File: config.mk
export PLATFORM = sky130hd
export DESIGN_NAME = div_iter_core
export DESIGN_NICKNAME = d
export VERILOG_FILES = /design/src/rtl/div_iter_core_pkg.sv /design/src/rtl/div_iter_core.sv
export SDC_FILE = /design/constraint.sdc
export NUM_CORES = 1
export LEC_CHECK = 0
export CAP_MARGIN = 20
export CORE_AREA = 2 2 123 125
export DETAILED_ROUTE_END_ITERATION = 8
export DIE_AREA = 0 0 125 127
export DONT_BUFFER_PORTS = 1
export PLACE_DENSITY = 0.69
export SLEW_MARGIN = 10
export SYNTH_ARGS = -nofsm -noshare
export SYNTH_HDL_FRONTEND = slang
export SYNTH_SLANG_ARGS = --single-unit
File: constraint.sdc
create_clock -name clk -period 4.7 [get_ports clk]
set_clock_uncertainty 0.2 [all_clocks]
set_input_delay 0.94 -clock clk [delete_from_list [all_inputs] [get_ports clk]]
set_output_delay 0.94 -clock clk [all_outputs]
set_load 0.005 [all_outputs]
File: src/rtl/div_iter_core_pkg.sv
// Shared helpers for the iterative unsigned divider.
// Holds only width-independent decision logic; no types are declared here.
package div_iter_core_pkg;

  // Early exit when the divisor is zero or is already wider than the dividend.
  // In both cases the quotient is known without iterating.
  function automatic logic take_early_path(
    input logic        divisor_is_zero,
    input int unsigned divisor_clz,
    input int unsigned dividend_clz
  );
    return divisor_is_zero || (divisor_clz < dividend_clz);
  endfunction

endpackage

File: src/rtl/div_iter_core.sv
// Iterative restoring unsigned divider: one quotient bit per cycle.
// Operands are pre-aligned using upstream leading-zero counts.
module div_iter_core
  import div_iter_core_pkg::*;
#(
  parameter  int DIV_WIDTH = 32,
  localparam int CLZ_WIDTH = $clog2(DIV_WIDTH)
) (
  input  logic                 clk,
  input  logic                 rst,
  input  logic                 start,
  input  logic [DIV_WIDTH-1:0] dividend,
  input  logic [DIV_WIDTH-1:0] divisor,
  input  logic [CLZ_WIDTH-1:0] dividend_CLZ,
  input  logic [CLZ_WIDTH-1:0] divisor_CLZ,
  input  logic                 divisor_is_zero,
  output logic                 done,
  output logic [DIV_WIDTH-1:0] quotient,
  output logic [DIV_WIDTH-1:0] remainder
);

  typedef enum logic [1:0] {
    IDLE,
    BUSY,
    FINISH
  } state_t;

  state_t                 state_q;
  state_t                 state_d;
  logic [CLZ_WIDTH-1:0]   count_q;
  logic [CLZ_WIDTH-1:0]   shift;
  logic [DIV_WIDTH-1:0]   rem_q;
  logic [DIV_WIDTH-1:0]   quo_q;
  logic [DIV_WIDTH-1:0]   div_q;
  logic [DIV_WIDTH:0]     diff;
  logic                   accept;
  logic                   early;
  logic                   ge;

  // A start while BUSY is a protocol violation and is silently ignored.
  assign accept = start && (state_q != BUSY);
  assign early  = take_early_path(divisor_is_zero, 32'(divisor_CLZ), 32'(dividend_CLZ));
  assign shift  = divisor_CLZ - dividend_CLZ;

  // The extra top bit acts as the borrow: clear means remainder >= divisor.
  assign diff = {1'b0, rem_q} - {1'b0, div_q};
  assign ge   = ~diff[DIV_WIDTH];

  always_comb begin
    state_d = state_q;
    unique case (state_q)
      IDLE, FINISH: begin
        if (start) state_d = early ? FINISH : BUSY;
        else       state_d = IDLE;
      end
      BUSY: begin
        if (count_q == '0) state_d = FINISH;
      end
      default: state_d = IDLE;
    endcase
  end

  // NOTE: sequential state uses non-blocking assignments so every register
  // samples pre-edge values regardless of process ordering.
  always_ff @(posedge clk) begin
    if (rst) begin
      state_q <= IDLE;
      count_q <= '0;
    end else begin
      state_q <= state_d;
      if (accept && !early) begin
        count_q <= shift;
      end else if (state_q == BUSY && count_q != '0) begin
        count_q <= count_q - CLZ_WIDTH'(1);
      end
    end
  end

  // NOTE: the datapath registers carry no reset; results are only meaningful
  // after done, so resetting them would cost fan-out for no behavioural gain.
  always_ff @(posedge clk) begin
    if (!rst) begin
      if (accept) begin
        rem_q <= dividend;
        quo_q <= (early && divisor_is_zero) ? '1 : '0;
        div_q <= divisor << shift;
      end else if (state_q == BUSY) begin
        if (ge) rem_q <= diff[DIV_WIDTH-1:0];
        quo_q <= {quo_q[DIV_WIDTH-2:0], ge};
        div_q <= div_q >> 1;
      end
    end
  end

  assign done      = (state_q == FINISH);
  assign quotient  = quo_q;
  assign remainder = rem_q;

endmodule

# Word level (Yosys, flattened, before mapping)
# Index checks and enable logic that the tools add are counted.
[word_totals]
out_inout_bits = 65
ff_bits = 103
[classes]
eq_ne = 5
reduce_logical = 14
shift = 1
order_cmp = 1
bitwise_logic = 2
muxes = 14
n_addsub = 3
[op_table]
columns = ["cell", "n"]
rows = [
  ["$mux 32", 8],
  ["$sub 32x32->33", 1],
  ["$shl 32x5->32", 1],
  ["$mux 5", 2],
  ["$mux 2", 3],
  ["$logic_not 5->1", 1],
  ["$lt 5x5->1", 1],
  ["$reduce_bool 5->1", 1],
  ["$sub 5x1->5 const B", 1],
  ["$sub 5x5->5", 1],
  ["$logic_and 1x1->1", 4],
  ["$ne 2x1->1 const B", 2],
  ["$pmux 2 s2", 1],
  ["$reduce_bool 2->1", 2],
  ["$reduce_and 3->1", 1],
  ["$eq 2x1->1 const B", 1],
  ["$eq 2x2->1 const B", 1],
  ["$logic_not 2->1", 1],
  ["$ne 2x2->1 const B", 1],
  ["$not 1->1", 2],
  ["$reduce_and 2->1", 1],
  ["$reduce_or 2->1", 1],
  ["$logic_not 1->1", 1],
  ["$logic_or 1x1->1", 1],
]

# Logic depth before layout (Yosys ltp)
[logic_depth]
word_depth = 5
mapped_depth = 13
depth_no_buf = 11

# Least setup slack after synthesis
# OpenSTA, ideal clock, no wires.
[synth_timing]
kind = "flip-flop to flip-flop"
start = "reg rem_q[0], in the netlist remainder[0]"
end = "reg rem_q[0], in the netlist remainder[0] (enable)"
period_less_slack_ps = 5035
path_stages_with_launch = 11
slack_ps = -335
arrival_time_ps = 4374
t_required_ps = 4039
cell_sequence = "edfxtp_1 -> inv_1 -> ha_1 -> fa_1 -> and2b_1 -> o2111ai_1 -> a21oi_2 -> o31ai_1 -> o31ai_2 -> a211oi_2 -> nor3_1"
[synth_between]
elab_chain_cells = 3
[synth_rtl]
columns = ["element", "line", "source"]
rows = [
  ["start: declaration", "div_iter_core.sv:32", "logic [DIV_WIDTH-1:0] rem_q;"],
  ["start signal: assignment", "div_iter_core.sv:84", "rem_q <= dividend;"],
  ["start signal: assignment", "div_iter_core.sv:88", "if (ge) rem_q <= diff[DIV_WIDTH-1:0];"],
  ["$sub 32x32->33", "div_iter_core.sv:46", "assign diff = {1'b0, rem_q} - {1'b0, div_q};"],
  ["$ne 2x1->1 (no source line)", "--", ""],
  ["$reduce_and 3->1 (no source line)", "--", ""],
]
# No other way between the ends.
# A chain may end at the register's enable or synchronous reset.

# Worst setup path in the final report
[layout_timing]
start = "reg rem_q[0], in the netlist remainder[0]"
end = "reg rem_q[9], in the netlist remainder[9] (enable)"
# The elaborated chain is that of the path after synthesis.

==> impl_metrics.toml <==
[synth]
synth_area_per_cell_um2 = 9.60
synth-edff-count = 96
ys_types = 67
yosysWarnings = 0
synth_ff_type = "edfxtp_1"
yosys_register_bits = 103
synth_nets = 935
seq_area_frac_synth_pct = 38.6
syn_inst = 816
synth_area_um2 = 7830
ys_async_sr_fraction_pct = 0

[floorplan]
floorplan.initialDensity_pct = 54.3
rows = 44
core_area_um2 = 14400
die_h_um = 127
ios = 143
die_w_um = 125
die_area_um2 = 15900

[clock_network]
cts.reportedPaths.clkPinSlew_ns = 0.07
cts_buffer_depth = 2
clk_latency_ns = 0.36
cts_sinks = 103
post_cts_buffers = 0
cts_tree = "done"
htreeDepth = 3
post_cts_resized = 0
cts_root_buf = "clkbuf_16"
cts_hold_buffers = 0
cts_made_buffers = 9

[timing]
slew_viol_final = 0
max_slew_margin_pct = 38.0
finalSetupViolCount = 0
setup_tns_ns = 0
period_needed_ns = 3.89
rsz0062_at_grt = "false"
report.final.hold_viol_count = 0
worst_pin_slew_ns = 0.927
fin_crit_sh_pct = 82.7
fin_ws_ns = 0.811
max_freq_mhz = 257

[finish]
final_nets = 908
area.growth.synth_to_final_pct = 5.62
regArea_um2 = 3020
antenna_cells = 0
final_cell_mix = "96 x edfxtp_1, 77 x nand2_1, 75 x mux2i_1"
fill_cells = 1325
multi_input_area_um2 = 4420
final_common_cell = "edfxtp_1"
layout-drive-gt1-share_pct = 8.82

[worst_setup_path]
path_max_fanout = 32
crit_chain = "inv_1, ha_1, fa_1, and2b_1, o2111ai_1, a21oi_2, o31ai_1, o31ai_2, a211oi_2, nor3_4, buf_4"
worstSetupStartpointType = "register"
critical_path_depth = 11
r2r_end = "remainder[9]"
crit_path_top_delay_cell = "o31ai_2"
worst_setup_path_end_kind = "register"
crit_start = "remainder[0]"
cp_top_family = "compound AO/OA/AOI/OAI gates"
arrival_ns = 3.70
path_class = "reg -> reg"
worst_ep_required_time_ns = 4.51
critPathMaxStageDelay_ns = 0.49
r2r_cells = 11
r2r_slack_ns = 0.81
crit_buf_inv = 2
timing.rr.start = "remainder[0]"

[hold_path]
hold_class = "reg -> reg"
holdPathEnd = "quotient[13]"
hp-start = "quotient[12]"
worstHoldPathCells = 1

[route]
drt_wl_total_um = 19700
post-route-drc-count = 0
detail-route-antenna-nets = 0
drt-initial-drc-count = 444
wl_per_cell_um = 20.2
vias = 6130
vias_per_cell = 6.27
drtPass1Iterations = 8

[global_route]
grt_max_degree = 76
grt_pass1_wl_um = 31400
grt_overflow_total = 0
grt_antenna_before_repair = 0
grt_pass1_vias = 6014
grtUsageTotal_pct = 24.4

[place]
post-place-ws_ns = 0.744
hpwl_um = 15200
io_buffers = 0
gp_congestion = 0.901

[job]
maxCapViolations = 0

[power_and_ir_drop]
p_leak_nw = 3.38
p_total_mw = 3.01
vdd_ir_drop_max_mv = 0.208
pwr_density_cell_nw_per_um2 = 364

[run_status]
status = "completed"
==> cell families (layout without fill, tap and decap cells) <==
family / count (synthesis) / in the layout / synth area share (%)
compound gates: 245 / 245 / 20.8
fa+ha+maj: 41 / 41 / 6.74
mux: 88 / 88 / 12.8
buf+inv: 101 / 79 / 5.62
simple gates: 207 / 207 / 11.9
flops: 103 / 103 / 38.6
xor+xnor: 31 / 31 / 3.56
==> cell type report <==
class | instances | share of cell area, %
multi-input combinational | 612 | 53.4
sequential | 103 | 36.5
tap | 184 | 2.78
clock buffer | 9 | 2.72
inverter | 48 | 2.18
timing repair buffer | 15 | 1.41
clock inverter | 7 | 0.938
==> flip-flops by register name, summed over array words and instances, names as in the netlist <==
signal and cells:
div_q 32, quotient 32, remainder 32, count_q 5
state_q 2
==> synthesized netlist by cell type (10+ instances only) <==
cell	number	share of area, %
edfxtp_1	96	37
nand2_1	78	3.7
mux2i_1	75	9.6
a21oi_1	66	4.2
nor2_1	61	2.9
inv_1	48	2.3
o21ai_0	44	2.8
a21o_1	39	3.7
ha_1	39	6.2
clkbuf_1	28	1.3
xnor2_1	17	1.9
buf_2	14	0.89
a211oi_1	13	1.2
xor2_1	13	1.5
nand3_1	12	0.77
nor3_1	11	0.70
nor2b_1	10	0.80
==> how the worst max path moves through the flow <==
stage	end
6_report	remainder[9]
5_1_grt	remainder[8]
4_1_cts	remainder[8]
3_5_place_dp	div_q[18]
3_3_place_gp	div_q[18]
2_1_floorplan	div_q[0]
==> where the power goes <==
group | leakage, nW | internal [mW] | switching, mW
combinational | 2.27 | 0.427 | 0.641
clock | 0.152 | 0.420 | 0.361
sequential | 0.962 | 1.11 | 0.0484
==> layer usage <==
metal / GRT usage (%) / share of wire (%) / vias up
met5: 0 / 0 / -
met4: 8.04 / 1.7 / 0
met3: 3.52 / 5.7 / 21
met2: 39.4 / 47 / 204
met1: 34.3 / 46 / 2959
li1: - / - / 2946
==> stage by stage <==
| stage | instances | area (um2) | utilization, % | hold slack, ns |
|---|---|---|---|---|
| 6_report | 978 | 8270 | 57.4 | 0.386 |
| 4_1_cts | 977 | 8260 | 57.3 | 0.391 |
| 3_5_place_dp | 961 | 7960 | 55.2 | 0.370 |
| 3_3_place_gp | 961 | 7960 | 55.2 | 0.358 |
| 5_1_grt | 978 | 8270 | 57.4 | 0.406 |
| 2_1_floorplan | 816 | 7840 | - | 0.322 |
(Power assumes the default switching activity.)
==> patch 1: new RTL, same settings <==
Make the reset (`rst`) asynchronous in one clocked block.
--- a/src/rtl/div_iter_core.sv
+++ b/src/rtl/div_iter_core.sv
@@ -63,5 +63,5 @@
   // NOTE: sequential state uses non-blocking assignments so every register
   // samples pre-edge values regardless of process ordering.
-  always_ff @(posedge clk) begin
+  always_ff @(posedge clk or posedge rst) begin
     if (rst) begin
       state_q <= IDLE;
Formal check against the unedited RTL: differs if rst is asserted again (counterexample within 4 cycles, from zero or initial values and one cycle with rst high); with rst held inactive, the same outputs for 4 cycles.
==> patch 1 against the unedited design <==
Setup slack better by 49 ps. Non-clock buffer count is 1 lower. Total power is 31% higher. Largest power group is now combinational logic. Area after synthesis is 2.3% lower. Die area stayed put. Combinational power is 66% higher. Final area is 1.6% lower. Cell count is 0.72% lower. Critical path depth is 1 higher. Sequential power is 21% higher. Wire length is 3.5% lower. Sequential cell count stayed put.
==> patch 1: results <==
[min_path]
hp-class = "primary input to asynchronous set/reset pin"

[grt]
antenna_found_initial = 0
grt_util_all_layers_pct = 23.6
number_of_global_route_vias_before_repair = 5952
grt_start_max_net_pins = 65
global_route_wire_length_before_repair_um = 30600

[synthesis]
syn-num-nets = 920
synth-warning-count = 0
synth_edf_count = 96
post_synth_arst_share_pct = 6.80
synth_cell_type_count = 65
synth-main-ff-cell = "sky130_fd_sc_hd__edfxtp_1"
yosys-top-cells-area = "sky130_fd_sc_hd__edfxtp_1, sky130_fd_sc_hd__ha_1, sky130_fd_sc_hd__mux2i_1"
portion_of_the_post_synthesis_area_used_by_sequential_elements_pct = 40.0
netlist_top_cells_count = "sky130_fd_sc_hd__edfxtp_1, sky130_fd_sc_hd__nand2_1, sky130_fd_sc_hd__a21oi_1, sky130_fd_sc_hd__inv_1, sky130_fd_sc_hd__nor2_1"

[cts]
ctsLongestPathBuffers = 2
clkTransAtPathRegs_ps = 80
clock_latency_ps = 350
cts_buffers = 9
cts_max_level = 3
cts.repair.resized = 0
post-cts-setup-buffers = 0
cts-root-buf = "sky130_fd_sc_hd__clkbuf_16"

[critical_path]
crit_arrival_ps = 3650
reg2reg_to = "remainder[8]"
reg2reg_depth = 12
cp_top_family = "compound AO/OA/AOI/OAI gates"
cpPeakStageDelay_ps = 410
worst_path_fanout_max = 32
reg2reg_from = "remainder[0]"
cp_slowest_cell = "sky130_fd_sc_hd__fa_1"
reg2reg_slack_ps = 860

[pwr]
vdd.ir_drop.worst_mv = 0.189
power.static_leakage_nw = 3.38

[timing]
count_of_final_hold_check_violations = 0
slew-limit-headroom_pct = 29.5

[floorplan]
number_of_rows_in_the_core_area = 44

[layout]
layout_cells_sized_above_1_pct = 8.13
finalNetCount = 901
num_antenna_cells = 0
nFillCells = 1308

[drt]
drt_first_iter_violations = 404
finalWirelength_um = 19000
firstDrtPassIters = 5
avgViaCountPerCell = 6.22

[place]
globalplace.congestion = 0.954
placed_area_sq_mm = 0.00785
post-dp-hpwl_um = 14700
place.port_buffers = 0

[outcome]
status = "finished clean"
## patch 1: cell types whose count changed in the layout (fill, tap and decap cells not counted), moves of 8 or more
cell	before	now
sky130_fd_sc_hd__nor2_1	60	52
sky130_fd_sc_hd__o21ai_1	3	14
sky130_fd_sc_hd__nand2_1	77	89
sky130_fd_sc_hd__o22ai_1	9	0
sky130_fd_sc_hd__a211oi_1	13	25
sky130_fd_sc_hd__a21oi_1	66	88
sky130_fd_sc_hd__mux2i_1	75	47
sky130_fd_sc_hd__o21ai_0	44	36
## patch 1: area by class of cell
type | instances | area [sq um] | share of cell area, %
inverters | 56 | 210 | 2.58
repair buffers | 14 | 105 | 1.29
multi-input cells | 598 | 4240 | 52.1
well taps | 184 | 230 | 2.83
clock inverters | 6 | 58.8 | 0.722
clock buffers | 10 | 239 | 2.93
flip-flops and latches | 103 | 3060 | 37.5
## patch 1: where the power goes
group | total, mW | internal, mW | switching (mW) | leakage, nW
Clock | 0.762 | 0.389 | 0.373 | 0.145
Combinational | 1.78 | 0.699 | 1.08 | 2.25
Sequential | 1.40 | 1.28 | 0.124 | 0.993
## patch 1: worst max path at each step
stage | startpoint | end | cells after the start
3_3_place_gp | divisor_CLZ[0] | div_q[21] | 10
5_1_grt | remainder[0] | remainder[12] | 12
2_1_floorplan | start | remainder[0] | 3
4_1_cts | remainder[0] | remainder[8] | 12
3_5_place_dp | divisor_CLZ[0] | div_q[21] | 10
6_report | remainder[0] | remainder[8] | 12
## patch 1: kinds of logic (layout without fill, tap and decap cells)
group | after synthesis | after routing | share of synthesized area, %
AO/OA/AOI/OAI | 266 | 266 | 22.4
AND/OR/NAND/NOR | 196 | 196 | 11.4
flip-flops | 103 | 103 | 40.0
buffers and inverters | 100 | 86 | 5.25
multiplexers | 62 | 62 | 10.3
adder cells (fa/ha/maj) | 41 | 41 | 6.90
XOR/XNOR | 33 | 33 | 3.78
## patch 1: layer usage
metal	part of all wire (%)	GRT usage (%)	vias up
met1	46	32.8	2894
met3	5.7	3.94	24
met5	0	0	-
li1	-	-	2916
met4	1.9	7.25	0
met2	47	38.4	206
## patch 1: through the flow
stage	worst slack [ps]	instances	hold slack (ps)	power (mW)
2_1_floorplan	471	801	303	2.78
3_3_place_gp	709	955	321	3.13
3_5_place_dp	703	955	371	3.18
4_1_cts	829	971	197	3.94
5_1_grt	605	971	211	4.21
6_report	860	971	199	3.94
## patch 1: worst register-to-register path: cells and delay by family, from the launching register on
family,cells,cell delay [ps]
adders and majority gates,2,630
and+or+nand+nor,3,640
AOI/OAI and AO/OA,5,1150
buffers and inverters,2,460
DFF,1,380
==> patch 2: new RTL, same settings <==
Without the edit above. Change the parameter `DIV_WIDTH` from 32 to 16.
--- a/src/rtl/div_iter_core.sv
+++ b/src/rtl/div_iter_core.sv
@@ -4,5 +4,5 @@
   import div_iter_core_pkg::*;
 #(
-  parameter  int DIV_WIDTH = 32,
+  parameter  int DIV_WIDTH = 16,
   localparam int CLZ_WIDTH = $clog2(DIV_WIDTH)
 ) (
Ports: changed (6 resized); port bits go from 143 to 77. No check against the original RTL was run, so the function may have changed too.
==> patch 2 against the unedited design <==
Wire length down 53%. Setup slack improved by 450 ps. Hold slack got worse by 32 ps. Sequential cell count down 49. Area after synthesis decreased by 51%. Final area down 49%. Cell count down 42%. Total power is 50% lower. Combinational power shrank 60%. Critical endpoint is now remainder[1]. Largest cell class unchanged. Highest routed layer unchanged.
==> patch 2: results <==
[layout]
seq_total_area_pct = 37.3
n_all_buffers = 5
nNonClkInverters = 28
multi_input_comb_cells = 293
area_share_clock_buf_inv_pct = 4.51
flops_and_latches = 54
multi_input_area_share_pct = 49.0
non_clock_buffer_area_share_pct = 1.20
layout_cells_sized_above_1_pct = 6.19
finalNetCount = 454
nFillCells = 1530
num_antenna_cells = 0

[critical_path]
cp_slowest_cell = "sky130_fd_sc_hd__and3_1"
worst_path_fanout_max = 16
crit_arrival_ps = 3160
cp_top_family = "simple AND/OR/NAND/NOR gates"
cpPeakStageDelay_ps = 740

[synthesis]
syn-num-nets = 463
netlist_top_cells_count = "sky130_fd_sc_hd__edfxtp_1, sky130_fd_sc_hd__nand2_1, sky130_fd_sc_hd__a21oi_1, sky130_fd_sc_hd__nor2_1, sky130_fd_sc_hd__inv_1"
portion_of_synthesized_cell_area_occupied_by_the_leading_cell_type_pct = 37.9
yosys.area_share.xor_xnor_pct = 3.42
post_synth_fa_ha_maj_area_fraction_pct = 7.96
synth_edf_count = 48
synth-compound-area-share_pct = 21.5
synth_mux_area_share_pct = 6.77
portion_of_the_post_synthesis_area_used_by_sequential_elements_pct = 41.0
yosys-top-cells-area = "sky130_fd_sc_hd__edfxtp_1, sky130_fd_sc_hd__ha_1, sky130_fd_sc_hd__mux2i_1"
synth_cell_type_count = 54

[cts]
cts-root-buf = "sky130_fd_sc_hd__clkbuf_16"
post-cts-setup-buffers = 0
clock_latency_ps = 290
clkTransAtPathRegs_ps = 70
cts_max_level = 2
ctsLongestPathBuffers = 2
cts_buffers = 5

[pwr]
power.static_leakage_nw = 1.66
netSwitchingPower_uw = 444
vdd.ir_drop.worst_mv = 0.140
seq-power_uw = 601
p_clk_share_pct = 31.5
pwr_per_cell_area_mw_per_mm2 = 358

[grt]
grt_start_max_net_pins = 58
grt_util_all_layers_pct = 11.9
global_route_wire_length_before_repair_um = 15300
number_of_global_route_vias_before_repair = 2926
antenna_found_initial = 0

[drt]
final_antenna_net_count = 0
drt_first_iter_violations = 184
firstDrtPassIters = 5
avgViaCountPerCell = 5.15
finalWirelength_um = 9370

[place]
dp_slack_ps = 1040
post-dp-hpwl_um = 7320
globalplace.congestion = 0.838

[timing]
slew-limit-headroom_pct = 39.1
setup_viol = 0

[outcome]
status = "finished clean"
-- patch 2: cell types whose count changed after synthesis, sizes merged, moves of 8 or more --
cell | unedited run | this run
inv | 48 | 28
edfxtp | 96 | 48
xor2 | 14 | 5
buf | 23 | 10
mux2i | 75 | 19
ha | 39 | 21
o21ai | 47 | 15
clkbuf | 30 | 11
xnor2 | 17 | 9
nand2 | 78 | 35
nor2 | 62 | 29
a21oi | 70 | 33
a21o | 39 | 21
-- patch 2: final timing paths --
path	from	end	slack, ps	cells past startpoint
setup reg to reg	remainder[0]	remainder[1]	1270	10
hold / removal	count_q[3]	count_q[2]	350	2
setup / recovery	remainder[0]	remainder[1]	1270	10
hold reg to reg	count_q[3]	count_q[2]	350	2
-- patch 2: per-stage QoR --
stage	hold WS, ps	instances	utilization (%)	instance area [sq um]
finish	354	572	29.0	4190
global route	384	572	29.0	4190
CTS	358	571	28.9	4170
detailed placement	342	563	27.6	3980
global placement	310	563	27.6	3980
floorplan	290	396	-	3800
-- patch 2: layer usage --
metal	GRT usage, %	vias up	share of wire [%]
met4	2.94	0	1.4
met1	16.7	1376	46
met2	18.4	114	45
met5	0	-	0
li1	-	1444	-
met3	2.93	14	7.2
-- patch 2: worst min-delay path, delay by kind of cell (launching register included) --
| family | cells | cell delay (ps) |
|---|---|---|
| compound gates | 1 | 80 |
| flops | 1 | 330 |
| simple gates | 1 | 100 |
-- patch 2: cells by family (layout without fill, tap and decap cells) --
family	count (synthesis)	count (layout)
muxes	23	23
AOI/OAI and AO/OA	122	122
adders and majority gates	23	23
and+or+nand+nor	111	111
DFF	54	54
buffers and inverters	49	41
xor gates and xnor gates	14	14
